### src/rtl/pitch_period_meter.sv
// Measures the period of a digitised square wave in clk cycles, averaging
// 2**AVG_LOG2 accepted periods, rejecting short glitch edges and timing out on silence.
module pitch_period_meter #(
    parameter int CNT_W      = 32,
    parameter int AVG_LOG2   = 2,
    parameter int MIN_PERIOD = 20000,
    parameter int MAX_PERIOD = 3200000
) (
    input  logic             clk,
    input  logic             resetn,
    input  logic             enable,
    input  logic             sig_in,
    output logic [CNT_W-1:0] period_out,
    output logic             period_valid,
    output logic             no_signal
);

    localparam int ACC_W = CNT_W + AVG_LOG2;
    localparam int K_W   = AVG_LOG2 + 1;

    localparam logic [CNT_W-1:0] MIN_C  = CNT_W'(MIN_PERIOD);
    localparam logic [CNT_W-1:0] MAX_C  = CNT_W'(MAX_PERIOD);
    localparam logic [K_W-1:0]   K_LAST = K_W'((2 ** AVG_LOG2) - 1);

    typedef enum logic [1:0] {
        IDLE,
        ARM,
        MEASURE
    } state_t;

    function automatic logic [CNT_W-1:0] avg_trunc(input logic [ACC_W-1:0] sum);
        return CNT_W'(sum >> AVG_LOG2);
    endfunction

    state_t             state_q, state_d;
    logic [CNT_W-1:0]   cnt_q, cnt_d;
    logic [ACC_W-1:0]   acc_q, acc_d;
    logic [K_W-1:0]     k_q, k_d;
    logic [CNT_W-1:0]   period_q, period_d;
    logic               valid_q, valid_d;
    logic               nosig_q, nosig_d;

    logic               sig_p0_q, sig_p1_q, sig_p2_q;
    logic               rise;
    logic [ACC_W-1:0]   acc_sum;

    // Stage p0/p1: two-flop synchroniser; p2: one-cycle delay for edge detect
    always_ff @(posedge clk or negedge resetn) begin
        if (!resetn) begin
            sig_p0_q <= 1'b0;
            sig_p1_q <= 1'b0;
            sig_p2_q <= 1'b0;
        end else begin
            sig_p0_q <= sig_in;
            sig_p1_q <= sig_p0_q;
            sig_p2_q <= sig_p1_q;
        end
    end

    assign rise    = sig_p1_q & ~sig_p2_q;
    assign acc_sum = acc_q + ACC_W'(cnt_q);

    always_comb begin
        state_d  = state_q;
        cnt_d    = cnt_q;
        acc_d    = acc_q;
        k_d      = k_q;
        period_d = period_q;
        valid_d  = 1'b0;
        nosig_d  = nosig_q;

        if (!enable) begin
            state_d = IDLE;
            cnt_d   = '0;
            acc_d   = '0;
            k_d     = '0;
            nosig_d = 1'b1;
        end else begin
            case (state_q)
                IDLE: begin
                    state_d = ARM;
                end
                ARM: begin
                    if (rise) begin
                        cnt_d   = CNT_W'(1);
                        state_d = MEASURE;
                    end
                end
                MEASURE: begin
                    // An accepted edge takes priority over the timeout on the same cycle
                    if (rise && (cnt_q >= MIN_C)) begin
                        cnt_d = CNT_W'(1);
                        if (k_q == K_LAST) begin
                            period_d = avg_trunc(acc_sum);
                            valid_d  = 1'b1;
                            nosig_d  = 1'b0;
                            acc_d    = '0;
                            k_d      = '0;
                        end else begin
                            acc_d = acc_sum;
                            k_d   = k_q + K_W'(1);
                        end
                    end else if (cnt_q == MAX_C) begin
                        nosig_d = 1'b1;
                        acc_d   = '0;
                        k_d     = '0;
                        cnt_d   = '0;
                        state_d = ARM;
                    end else begin
                        cnt_d = cnt_q + CNT_W'(1);
                    end
                end
                default: begin
                    state_d = IDLE;
                end
            endcase
        end
    end

    // Measurement state and registered outputs
    always_ff @(posedge clk or negedge resetn) begin
        if (!resetn) begin
            state_q  <= IDLE;
            cnt_q    <= '0;
            acc_q    <= '0;
            k_q      <= '0;
            period_q <= '0;
            valid_q  <= 1'b0;
            nosig_q  <= 1'b1;
        end else begin
            state_q  <= state_d;
            cnt_q    <= cnt_d;
            acc_q    <= acc_d;
            k_q      <= k_d;
            period_q <= period_d;
            valid_q  <= valid_d;
            nosig_q  <= nosig_d;
        end
    end

    assign period_out   = period_q;
    assign period_valid = valid_q;
    assign no_signal    = nosig_q;

endmodule
### config.mk
export PLATFORM = sky130hd
export DESIGN_NAME = pitch_period_meter
export DESIGN_NICKNAME = d
export VERILOG_FILES = /design/src/rtl/pitch_period_meter.sv
export SDC_FILE = /design/constraint.sdc
export NUM_CORES = 1
export LEC_CHECK = 0
export BUFFER_PORTS_ARGS = -buffer_cell sky130_fd_sc_hd__buf_4
export CAP_MARGIN = 20
export CORE_MARGIN = 1.5
export CORE_UTILIZATION = 40
export DETAILED_ROUTE_END_ITERATION = 12
export PLACE_DENSITY = 0.55
export SYNTH_ARGS = -nofsm -noshare
export SYNTH_HDL_FRONTEND = slang
export SYNTH_SLANG_ARGS = --single-unit
### constraint.sdc
create_clock -name clk -period 3.47 [get_ports clk]
set_input_delay 0.347 -clock clk [delete_from_list [all_inputs] [get_ports clk]]
set_output_delay 0.347 -clock clk [all_outputs]
set_load 0.005 [all_outputs]
**Word level (Yosys, flattened, before mapping)**

Index checks and enable logic that the tools add are counted.

- Bitwise gates (word level): 2
- Eq/ne operators: 11
- Reduce and logical (&&, ||, !) cells: 7
- Muxes and demuxes: 29
- Magnitude comparators: 1
- $add $sub $neg: 3

Operators by type and width:

| operator | number |
|---|---|
| $mux W34 | 5 |
| $mux W32 | 4 |
| $pmux W32 S2 | 1 |
| $add A34 B32 Y34 | 1 |
| $add A32 B1 Y32 const B | 1 |
| $eq A32 B22 Y1 const B | 1 |
| $ge A32 B15 Y1 const B | 1 |
| $mux W3 | 5 |
| $mux W1 | 9 |
| $ne A3 B3 Y1 const B | 3 |
| $mux W2 | 4 |
| $ne A3 B1 Y1 const B | 2 |
| $pmux W2 S3 | 1 |
| $reduce_and A3 Y1 | 2 |
| $reduce_and A2 Y1 | 2 |
| $reduce_and A4 Y1 | 1 |
| $add A3 B1 Y3 const B | 1 |
| $eq A3 B2 Y1 const B | 1 |
| $ne A3 B2 Y1 const B | 1 |
| $eq A2 B1 Y1 const B | 1 |
| $eq A2 B2 Y1 const B | 1 |
| $logic_not A2 Y1 | 1 |
| $ne A2 B1 Y1 const B | 1 |
| $and A1 B1 Y1 | 1 |
| 2 further kinds | 2 |

- Bits in registers: 108
- Input bits: 4

**Longest topological paths before layout**

- Depth in word-level cells: 6
- Mapped depth: 11
- Gate-level depth less buffers: 10

**Least setup slack after synthesis**

OpenSTA, ideal clock, no wires.

- Path kind: register to register
- From: register cnt_q[24]
- To: register period_q[29], in the netlist period_out[29]
- Setup time: 128 ps
- Path buffers: 1
- Arrival time: 2543 ps
- Period minus slack after synthesis: 2671 ps
- Slack: 799 ps
- Cell stages (with the launch flop): 11
- Cells stage by stage: dfrtp_1 -> ha_1 -> clkbuf_1 -> a21o_1 -> a21o_1 -> a21o_1 -> a21o_1 -> a2111oi_0 -> o22ai_1 -> xor2_1 -> mux2_1

- Longest elaborated chain between the ends: 3

Ends and longest elaborated chain:

| element | line | text |
|---|---|---|
| start: declaration | 36 | `logic [CNT_W-1:0] cnt_q, cnt_d;` |
| start signal: assignment | 132 | `cnt_q <= cnt_d;` |
| $ge A32 B15 Y1 | 91 | `if (rise && (cnt_q >= MIN_C)) begin` |
| $logic_and A1 B1 Y1 | 91 |  |
| $reduce_and A4 Y1 (no line) | -- |  |
| end signal: assignment | 135 | `period_q <= period_d;` |
| end: declaration | 39 | `logic [CNT_W-1:0] period_q, period_d;` |

Parallel ways exist; a longest one is shown, timed or not.
A chain may end at the register's enable or synchronous reset.

**Final worst setup path**

- From: register cnt_q[0]
- To: register acc_q[32]

- Longest elaborated chain between the ends: 5

Ends and longest elaborated chain:

| element | line | text |
|---|---|---|
| $add A34 B32 Y34 or $ge A32 B15 Y1 (tied branches) | 61, 91 |  |
| $mux W34 or $logic_and A1 B1 Y1 (tied branches) | 93, 91 |  |
| $mux W34 | 91 |  |
| $mux W34 | 79 | `case (state_q)` |
| $mux W34 | 72 | `if (!enable) begin` |
| end signal: assignment | 125 | `acc_q <= '0;` |
| end signal: assignment | 133 | `acc_q <= acc_d;` |
| end: declaration | 37 | `logic [ACC_W-1:0] acc_q, acc_d;` |

Parallel ways exist; a longest one is shown, timed or not. The select of a mux whose other input is x is not followed.

==> flow_metrics.tcl <==
set metrics [dict create \
    status "finished clean" \
    cts_resized 0 \
    num_vias 5464 \
    seq_area_frac_synth 0.4151 \
    start_kind "flop" \
    finalPower_mw 2.506 \
    dieArea_sq_mm 0.01706 \
    firstDrtPassIters 7 \
    start_util 0.4101 \
    rsz0062_at_grt "false" \
    wl_per_cell_microns 17.41 \
    async_flop_share 1.000 \
    clk_pin_slew_ns 0.07 \
    coreArea_sq_mm 0.01589 \
    hp-class "primary input to async pin" \
    yosys_warnings 0 \
    clkSinkCount 108 \
    ff2ff_path_depth 11 \
    swShare 0.2254 \
    final_cell_mix "dfrtp_1, nand2_1, buf_4" \
    dieHeight_microns 130.6 \
    power_per_cell_area_mw_per_mm2 339.1 \
    finalSetupViolations 0 \
    routed_via_density 5.764 \
    clock_latency_ns 0.36 \
    worstSetupEndpoint "acc_q[32]" \
    fillCellCount 1556 \
    root_buffer "clkbuf_16" \
    synth_ff_type "dfrtp_1" \
    synth_nets 735 \
    clock_path_buffers 2 \
    syn_area_per_cell_sq_um 9.372 \
    cp-end-kind "flop" \
    antenna_found_initial 0 \
    slew-limit-headroom 0.4842 \
    htreeDepth 3 \
    rows 46 \
    worstMarginPinSlew_ns 0.7737 \
    diodes 0 \
    hpwl_microns 11890 \
    final_util 0.4653 \
    timing.rr.start "cnt_q[0]" \
    required_ns 3.76 \
    hold_buffers 0 \
    reg2reg_slack_ns 0.28 \
    fin_nets 767 \
    layout-drive-gt1-share 0.1366 \
    yosysUniqueCellTypes 62 \
    max_cap_viol_count 0 \
    p_sw_mw 0.5648 \
    cpMostUsedCell "a21oi_1" \
    synth_edf_count 0 \
    overflow 0 \
    fmax_mhz 313.4 \
    gp_congestion 0.8841 \
    io_buffers 37 \
    layout_commonest_cell "dfrtp_1" \
    clockPowerShare 0.456 \
    skew_ns 0.005840 \
    drt_iter0_markers 380 \
    final_antenna_net_count 0 \
    cts_made_buffers 9 \
    hold_ws_ns 0.05929 \
    areaGrowthSynthToFinish_pct 13.47 \
    internal_power_mw 1.941 \
    fin_setup_tns_ns 0 \
    pwr-share-seq 0.508 \
    synth-seq-cells 108 \
    crit_fanout 7 \
    p_comb_frac 0.036 \
    power.leakage_nw 3.612 \
    grt_max_degree 56 \
    cp_data_arrival_time_ns 3.48 \
    crit_path_max_incr_delay_ns 0.45 \
    grt_pass1_vias 5195 \
    crit_chain "ha_1, fa_1, a21oi_1, o211ai_1, a22oi_1, a2111oi_0, buf_4, o2111ai_1, a21oi_1, o311a_1, a21oi_1" \
    critPathKind "flop to flop" \
    crit_slowest_cell "dfrtp_1" \
    cts_setup_buffers 0 \
    io_pins 38 \
    worstReg2RegEnd "acc_q[32]" \
    die_w_microns 130.6 \
    fin_crit_sh 0.9196 \
    route.detailed.drc 0 \
    grt_pass1_wl_microns 27260 \
    grtUsageTotal 0.2060 \
    cts_tree "built" \
    slew_violations 0 \
    totalWireLength_microns 16500 \
    post-route-min-period_ns 3.191 \
    peakVddDrop_mv 0.3057 \
    syn_area_sq_mm 0.006514 \
    cp-startpoint "cnt_q[0]" \
    hold_viol_final 0 \
    netlist_instances 695 \
]
## logic make-up (layout without fill, tap and decap cells)
kind of cell / Yosys count / in the layout / synth area share
compound gates: 231 / 231 / 0.2320
simple gates: 212 / 212 / 0.1652
flops: 108 / 108 / 0.4151
buf+inv: 53 / 90 / 0.03419
fa+ha+maj: 36 / 36 / 0.07030
xor+xnor: 30 / 30 / 0.04034
mux: 25 / 25 / 0.04283
## layout make-up
cell class                 count  area [sq um]  share of cell area
multi-input combinational    534          3587              0.4854
sequential                   108          2704              0.3658
timing repair buffer          57         440.4             0.05959
tap                          216         270.3             0.03657
clock buffer                  10         239.0             0.03233
clock inverter                 6         86.33             0.01168
inverter                      17         63.81            0.008634
## how the worst min path moves through the flow
stage	endpoint	start	cells past startpoint	slack [ns]
detailed placement	sig_p1_q	sig_p0_q	0	0.34
CTS	sig_p0_q	sig_in	1	0.08
global route	sig_p0_q	sig_in	1	0.07
global placement	sig_p1_q	sig_p0_q	0	0.35
floorplan	acc_q[0]	resetn	0	0.05
finish	k_q[2]	resetn	1	0.06
## state kept, by name, summed over array words and instances, names as in the netlist
signal / cells
cnt_q: 32
sig_p2_q: 1
acc_q: 34
k_q: 3
sig_p1_q: 1
state_q: 2
period_out: 32
period_valid: 1
sig_p0_q: 1
no_signal: 1
## cells in the mapped netlist (5+ instances only)
cell type / instances / share of area
nor2_1: 26 / 0.015
clkbuf_1: 21 / 0.012
dfrtp_1: 107 / 0.41
and2_1: 6 / 0.0058
nand2b_1: 6 / 0.0058
nand2_1: 79 / 0.046
a22o_1: 30 / 0.040
buf_2: 13 / 0.010
nor2b_1: 5 / 0.0048
inv_1: 16 / 0.0092
mux2_2: 18 / 0.031
o21a_1: 6 / 0.0069
o21ai_0: 29 / 0.022
a21oi_1: 45 / 0.035
o21bai_1: 6 / 0.0069
nand4_1: 12 / 0.012
nand3_1: 26 / 0.020
ha_1: 35 / 0.067
nor3_1: 11 / 0.0085
a31oi_1: 8 / 0.0077
and3_1: 16 / 0.015
a211oi_1: 5 / 0.0058
nor4_1: 6 / 0.0058
xnor2_1: 17 / 0.023
a21o_1: 20 / 0.023
a211o_1: 5 / 0.0067
o21ai_1: 41 / 0.032
o31ai_1: 14 / 0.016
mux2_1: 5 / 0.0086
xor2_1: 13 / 0.017
## power by group through the flow
| stage | logic [mW] | clock network (mW) | registers, mW |
|---|---|---|---|
| after floorplan | 0.0446 | 0 | 1.30 |
| after global placement | 0.0906 | 0 | 1.30 |
| after detailed placement | 0.0926 | 0 | 1.30 |
| after CTS | 0.0928 | 1.18 | 1.27 |
| after global routing | 0.104 | 1.23 | 1.27 |
| final | 0.0897 | 1.14 | 1.27 |
## layer usage
layer  part of all wire  global-route usage  wire (microns)  up-vias
li1                   -                   -               -     2648
met1               0.50              0.3022            8286     2678
met2               0.44              0.3133            7313      121
met3              0.044             0.04316             724       17
met4              0.011             0.04525             179        0
met5                  0                   0               0        -
## worst max-delay path: cells and delay by family, from the launching register on
family | cells | cell delay (ns)
AOI/OAI and AO/OA | 8 | 1.84
adders and majority gates | 2 | 0.67
DFF | 1 | 0.45
buffers and inverters | 1 | 0.17
## metrics by stage
stage | std cells | instance area, sq um | worst slack [ns]
after floorplan | 695 | 6514 | 0.7990
after global placement | 932 | 7066 | 0.3138
after detailed placement | 932 | 7066 | 0.2893
after CTS | 948 | 7391 | 0.2516
after global routing | 948 | 7391 | 0.05728
final | 948 | 7391 | 0.2791
No activity file was read; power rests on OpenSTA's default activity.
